File: src/rtl/imem_loader_pkg.sv
// Shared types and defaults for the instruction-memory program loader.
// Optional build macro: IMEM_LOADER_CSUM_EN (see imem_loader.sv).
package imem_loader_pkg;

  localparam int ADDR_W_DEF    = 12;
  localparam int DATA_W_DEF    = 32;
  localparam int RUN_DELAY_DEF = 2;
  localparam int RUN_DELAY_MAX = 15;
  localparam int CNT_W         = 4;

  typedef enum logic [2:0] {
    ST_IDLE = 3'd0,
    ST_LOAD = 3'd1,
    ST_WAIT = 3'd2,
    ST_RUN  = 3'd3,
    ST_ERR  = 3'd4
  } state_t;

endpackage

File: src/rtl/imem_loader.sv
// Program loader: streams instruction words into consecutive imem word
// addresses, then releases the core via core_run after RUN_DELAY cycles.
// Optional build macro IMEM_LOADER_CSUM_EN adds a running word checksum
// (csum) compared against csum_exp on the final word; a mismatch goes to ERR.
//
// Handshake: a word transfers on a rising edge where s_valid && s_ready.
// s_ready is decoded from the state register only (high exactly in LOAD) and
// never depends on s_valid; the producer holds s_valid/s_data/s_last stable
// until the transfer. The imem write is registered one cycle after transfer.
module imem_loader
  import imem_loader_pkg::*;
#(
  parameter int ADDR_W    = ADDR_W_DEF,
  parameter int DATA_W    = DATA_W_DEF,
  parameter int RUN_DELAY = RUN_DELAY_DEF
) (
  input  logic              clk,
  input  logic              reset,
  input  logic              start,
  input  logic [ADDR_W-1:0] base_addr,
  input  logic              s_valid,
  output logic              s_ready,
  input  logic [DATA_W-1:0] s_data,
  input  logic              s_last,
  output logic              imem_write,
  output logic [ADDR_W-1:0] imem_addr,
  output logic [DATA_W-1:0] imem_wdata,
  output logic              busy,
  output logic              done,
  output logic              core_run,
  output logic              err_overflow,
  output logic [ADDR_W:0]   word_count,
`ifdef IMEM_LOADER_CSUM_EN
  output logic [DATA_W-1:0] csum,
  input  logic [DATA_W-1:0] csum_exp,
  output logic              err_csum,
`endif
  output state_t            dbg_state
);

  localparam logic [ADDR_W-1:0] PTR_MAX   = '1;
  localparam logic [ADDR_W-1:0] PTR_ONE   = ADDR_W'(1);
  localparam logic [ADDR_W:0]   CNT_ONE   = (ADDR_W + 1)'(1);
  localparam logic [CNT_W-1:0]  DELAY_VAL = CNT_W'(RUN_DELAY);

  state_t              state_q, state_d;
  logic [ADDR_W-1:0]   ptr_q, ptr_d;
  logic [CNT_W-1:0]    dly_q, dly_d;
  logic [ADDR_W:0]     count_q, count_d;
  logic                err_ovf_q, err_ovf_d;
  logic                run_q, run_d;
  logic                done_q, done_d;
  logic                wr_q, wr_d;
  logic [ADDR_W-1:0]   waddr_q, waddr_d;
  logic [DATA_W-1:0]   wdata_q, wdata_d;
  logic [DATA_W-1:0]   sum_q, sum_d;
  logic                err_sum_q, err_sum_d;
  logic                accept;
  logic                csum_bad;

  assign accept = s_valid && (state_q == ST_LOAD);

`ifdef IMEM_LOADER_CSUM_EN
  // Final-word check uses the sum including the word being accepted.
  assign csum_bad = ((sum_q + s_data) != csum_exp);
`else
  assign csum_bad = 1'b0;
`endif

  // Next-state, pointer, counters and registered imem write request.
  always_comb begin
    state_d   = state_q;
    ptr_d     = ptr_q;
    dly_d     = dly_q;
    count_d   = count_q;
    err_ovf_d = err_ovf_q;
    run_d     = run_q;
    done_d    = 1'b0;
    wr_d      = 1'b0;
    waddr_d   = waddr_q;
    wdata_d   = wdata_q;
    sum_d     = sum_q;
    err_sum_d = err_sum_q;
    case (state_q)
      ST_IDLE, ST_RUN, ST_ERR: begin
        if (start) begin
          state_d   = ST_LOAD;
          ptr_d     = base_addr;
          count_d   = '0;
          err_ovf_d = 1'b0;
          err_sum_d = 1'b0;
          sum_d     = '0;
          run_d     = 1'b0;
        end
      end
      ST_LOAD: begin
        if (accept) begin
          wr_d    = 1'b1;
          waddr_d = ptr_q;
          wdata_d = s_data;
          ptr_d   = ptr_q + PTR_ONE;
          count_d = count_q + CNT_ONE;
          sum_d   = sum_q + s_data;
          if (s_last) begin
            if (csum_bad) begin
              state_d   = ST_ERR;
              err_sum_d = 1'b1;
            end else begin
              state_d = ST_WAIT;
              dly_d   = DELAY_VAL;
            end
          end else if (ptr_q == PTR_MAX) begin
            // Word at the top address is still written; there is no room
            // for the next one.
            state_d   = ST_ERR;
            err_ovf_d = 1'b1;
          end
        end
      end
      ST_WAIT: begin
        if (dly_q <= CNT_W'(1)) begin
          state_d = ST_RUN;
          dly_d   = '0;
          run_d   = 1'b1;
          done_d  = 1'b1;
        end else begin
          dly_d = dly_q - CNT_W'(1);
        end
      end
      default: state_d = ST_IDLE;
    endcase
  end

  // State and datapath registers; reset abandons any session at once.
  always_ff @(posedge clk or negedge reset) begin
    if (!reset) begin
      state_q   <= ST_IDLE;
      ptr_q     <= '0;
      dly_q     <= '0;
      count_q   <= '0;
      err_ovf_q <= 1'b0;
      run_q     <= 1'b0;
      done_q    <= 1'b0;
      wr_q      <= 1'b0;
      waddr_q   <= '0;
      wdata_q   <= '0;
      sum_q     <= '0;
      err_sum_q <= 1'b0;
    end else begin
      state_q   <= state_d;
      ptr_q     <= ptr_d;
      dly_q     <= dly_d;
      count_q   <= count_d;
      err_ovf_q <= err_ovf_d;
      run_q     <= run_d;
      done_q    <= done_d;
      wr_q      <= wr_d;
      waddr_q   <= waddr_d;
      wdata_q   <= wdata_d;
      sum_q     <= sum_d;
      err_sum_q <= err_sum_d;
    end
  end

  assign s_ready      = (state_q == ST_LOAD);
  assign busy         = (state_q == ST_LOAD) || (state_q == ST_WAIT);
  assign imem_write   = wr_q;
  assign imem_addr    = waddr_q;
  assign imem_wdata   = wdata_q;
  assign done         = done_q;
  assign core_run     = run_q;
  assign err_overflow = err_ovf_q;
  assign word_count   = count_q;
  assign dbg_state    = state_q;
`ifdef IMEM_LOADER_CSUM_EN
  assign csum     = sum_q;
  assign err_csum = err_sum_q;
`else
  // Checksum state is only observable with the option enabled.
  logic unused_sum;
  assign unused_sum = ^{sum_q, err_sum_q, csum_bad};
`endif

endmodule

File: config.mk
export PLATFORM = sky130hd
export DESIGN_NAME = imem_loader
export DESIGN_NICKNAME = d
export VERILOG_FILES = /design/src/rtl/imem_loader_pkg.sv /design/src/rtl/imem_loader.sv
export SDC_FILE = /design/constraint.sdc
export NUM_CORES = 1
export LEC_CHECK = 0
export CAP_MARGIN = 5
export CORE_MARGIN = 8
export CORE_UTILIZATION = 25
export CTS_CLUSTER_SIZE = 14
export DETAILED_ROUTE_END_ITERATION = 10
export GPL_ROUTABILITY_DRIVEN = 0
export GPL_TIMING_DRIVEN = 1
export PLACE_DENSITY_LB_ADDON = 0.3
export SLEW_MARGIN = 5
export SYNTH_ARGS = -nofsm -noshare
export SYNTH_HDL_FRONTEND = slang
export SYNTH_SLANG_ARGS = --single-unit
File: constraint.sdc
create_clock -name clk -period 1.95 [get_ports clk]
set_input_delay 0.39 -clock clk [delete_from_list [all_inputs] [get_ports clk]]
set_output_delay 0.39 -clock clk [all_outputs]
set_load 0.005 [all_outputs]
==> qor.yml <==
avgSynthCellArea_um2: 8.94
end_kind: "primary output"
dieArea_um2: 18900
drtIter0Drc: 118
synthCells: 412
clockBufferDepth: 2
start_util_pct: 25.4
p_sw_mw: 2.83
port_buffers: 114
grt_first_pass_wirelength_um: 17500
hold_buffers: 0
startpoint_type: "flip-flop"
worstMarginPinSlew_ns: 0.463
rr_startpoint: "dbg_state[1]$_DFFE_PN0P_"
timing.critical_path.buf_inv: 2
maxSlewViolCount: 0
power_density_nw_per_um2: 1480
antenna_found_initial: 0
synth_compound_area_share_pct: 11.3
slew_headroom_pct: 69.2
detail_route.vias_per_cell: 4.63
dieWidth_um: 137
n_antenna_cell: 0
netlist_area_um2: 3680
synth_top_family_by_area: "simple AND/OR/NAND/NOR gates"
seq_area_frac_synth_pct: 54.3
p_int_mw: 5.41
max_stage_delay_ns: 0.51
critical-path-slowest-cell: "clkdlybuf4s50_1"
critPathLaunch: "dbg_state[0]$_DFFE_PN0P_"
synth-edff-count: 0
p_leak_nw: 2.49
cts.htree.levels: 3
seqPwrFrac_pct: 34.5
crit_chain: "buf_4, clkdlybuf4s50_1"
crit_type: "reg -> out"
grtUsageTotal_pct: 11.8
ys.flop_type: "dfrtp_1"
outcome: "finished, final reports clean"
crit_required_ns: 1.56
holdWs_ns: 0.0613
synth-xor-area-share_pct: 0.951
path_clk_slew_ns: 0.06
worst-endpoint-arrival_ns: 1.48
post-cts-setup-buffers: 0
power_frac_comb_pct: 44.2
power_mw: 8.24
period_share_pct: 95.8
clock.fmax_mhz: 535
die_height_um: 137
routed_wl_um: 10900
num_rows: 44
timing_hold_violations_final: 0
clk_latency_ns: 0.33
pwr-share-clk_pct: 21.3
grt_setup_unrepaired: "no"
first_global_vias: 3375
first_pass_iters: 5
wl_per_cell_um: 14.8
grt_remaining_overflow: 0
multi_input_area_um2: 1580
cts_sinks: 80
core_area_um2: 14500
nets: 599
regArea_um2: 2000
cap_violations: 0
ys_types: 52
hold_class: "in -> async"
synthSimpleGateAreaFrac_pct: 28.0
fin_skew_ns: 0.00689
cts-root-buf: "clkbuf_16"
via_count: 3398
pin_count: 115
netSwitchingFraction_pct: 34.4
cp_max_fo: 10
numCtsBuffers: 9
detail-route-antenna-nets: 0
ir_drop_mv: 0.558
critPathTopFamily: "buffers and inverters"
async_flop_share_pct: 100
setup_violations: 0
synthAdderAreaFrac_pct: 1.36
final.min_clock_period_ns: 1.87
cts_tree: "built"
syn2layout_area_growth_pct: 51.2
grt_max_degree: 81
hpwl_um: 7970
fillers: 1405
ys.warnings.count: 0
synthMuxAreaShare_pct: 0.849
ys_seq_elements: 80
drive_gt1_share_pct: 11.3
syn_nets: 465
route.detailed.drc: 0
==> layer usage <==
| metal | vias up | global-route usage, % | routed length [µm] |
|---|---|---|---|
| li1 | 1661 | - | - |
| met1 | 1608 | 15.1 | 4720 |
| met2 | 117 | 18.2 | 5170 |
| met3 | 12 | 3.94 | 847 |
| met4 | 0 | 4.28 | 167 |
| met5 | - | 0 | 0 |
==> cell families (layout without fill, tap and decap cells) <==
group | Yosys count | count (layout)
AO/OA/AOI/OAI | 66 | 66
AND/OR/NAND/NOR | 225 | 225
XOR/XNOR | 4 | 4
buffers and inverters | 30 | 168
adder cells (fa/ha/maj) | 4 | 4
flip-flops | 80 | 80
multiplexers | 3 | 3
==> stage by stage <==
step	setup TNS [ns]	utilization [%]	setup WS (ns)	instances	area (µm²)
6_report	0	38.5	0.0818	734	5570
3_5_place_dp	-2.47	36.3	-0.248	719	5260
2_1_floorplan	0	-	0.217	412	3680
3_3_place_gp	-2.01	36.3	-0.217	719	5260
5_1_grt	0	38.5	0.00365	734	5570
4_1_cts	0	38.4	0.0594	734	5560
==> power by group through the flow <==
stage,Clock (mW),Sequential (mW),Combinational [mW]
3_3_place_gp,0,2.84,3.65
4_1_cts,1.84,2.84,3.73
6_report,1.75,2.84,3.65
5_1_grt,1.89,2.95,4.08
3_5_place_dp,0,2.86,3.72
2_1_floorplan,0,2.82,1.68
==> worst paths after layout <==
kind / endpoint / slack, ns / cells after the start
min reg2reg: imem_addr[4]$_DFFE_PN0P_ / 0.47 / 2
max in group asynchronous: imem_wdata[23]$_DFFE_PN0P_ / 1.51 / 2
max reg2reg: word_count[11]$_DFFE_PN0P_ / 0.13 / 6
max: dbg_state[0] / 0.08 / 2
min: core_run$_DFFE_PN0P_ / 0.06 / 2
min in group clk: imem_addr[4]$_DFFE_PN0P_ / 0.47 / 2
==> timing repair <==
action | CTS | global route
cloned | 0 | 0
gates resized for setup | 5 | 1
endpoints found under the setup margin | 3 | 3
==> cell usage after synthesis, drive strengths merged (2+ instances only) <==
cell | number | area share, %
nand4b | 3 | 0.71
a21oi | 24 | 3.3
a31oi | 2 | 0.34
clkbuf | 13 | 1.3
and3 | 2 | 0.34
and2 | 4 | 0.68
o21ai | 14 | 1.9
a2bb2oi | 3 | 0.71
nor3b | 3 | 0.88
o211ai | 2 | 0.41
or3 | 6 | 1.1
or4 | 5 | 1.1
mux2i | 2 | 0.54
inv | 8 | 0.82
and4 | 3 | 0.71
dfrtp | 80 | 54
xnor2 | 2 | 0.48
nor4 | 3 | 0.51
ha | 4 | 1.4
buf | 9 | 1.1
nand2b | 3 | 0.51
nand3 | 8 | 1.2
o22a | 2 | 0.48
nor2 | 13 | 1.3
nor3 | 3 | 0.54
xor2 | 2 | 0.48
o31ai | 6 | 1.2
o2bb2a | 2 | 0.54
nand4 | 4 | 0.68
o22ai | 4 | 0.68
nand2 | 159 | 16
==> registers in the layout, indices dropped and copies added, names as in the netlist <==
signal / flops
imem_wdata: 32
word_count: 13
imem_addr: 12
ptr_q: 12
dly_q: 4
dbg_state: 3
core_run: 1
done: 1
err_overflow: 1
imem_write: 1
==> cells in the final DEF, fill, tap and decap left out, types with 3 or more instances in the layout <==
master	count
or4_1	4
dfrtp_1	78
o31ai_1	5
and2_1	4
and4_1	3
o22ai_1	4
buf_12	4
a21oi_1	23
clkbuf_16	9
nor4_1	3
a2bb2oi_1	3
inv_1	7
nor2_1	13
clkdlybuf4s50_1	111
ha_1	4
buf_4	28
or3_1	4
nand4b_1	3
nand4_1	4
nand3_1	7
nand2_1	159
nand2b_1	3
o21ai_0	14
==> final cells by class <==
| type | count | share of cell area, % |
|---|---|---|
| inverters | 8 | 0.539 |
| repair buffers | 145 | 25.5 |
| clock inverters | 4 | 1.26 |
| clock buffers | 11 | 4.18 |
| well taps | 184 | 4.13 |
| multi-input cells | 302 | 28.4 |
| flip-flops and latches | 80 | 36.0 |
Note: power is estimated with default switching activity, not from simulation.
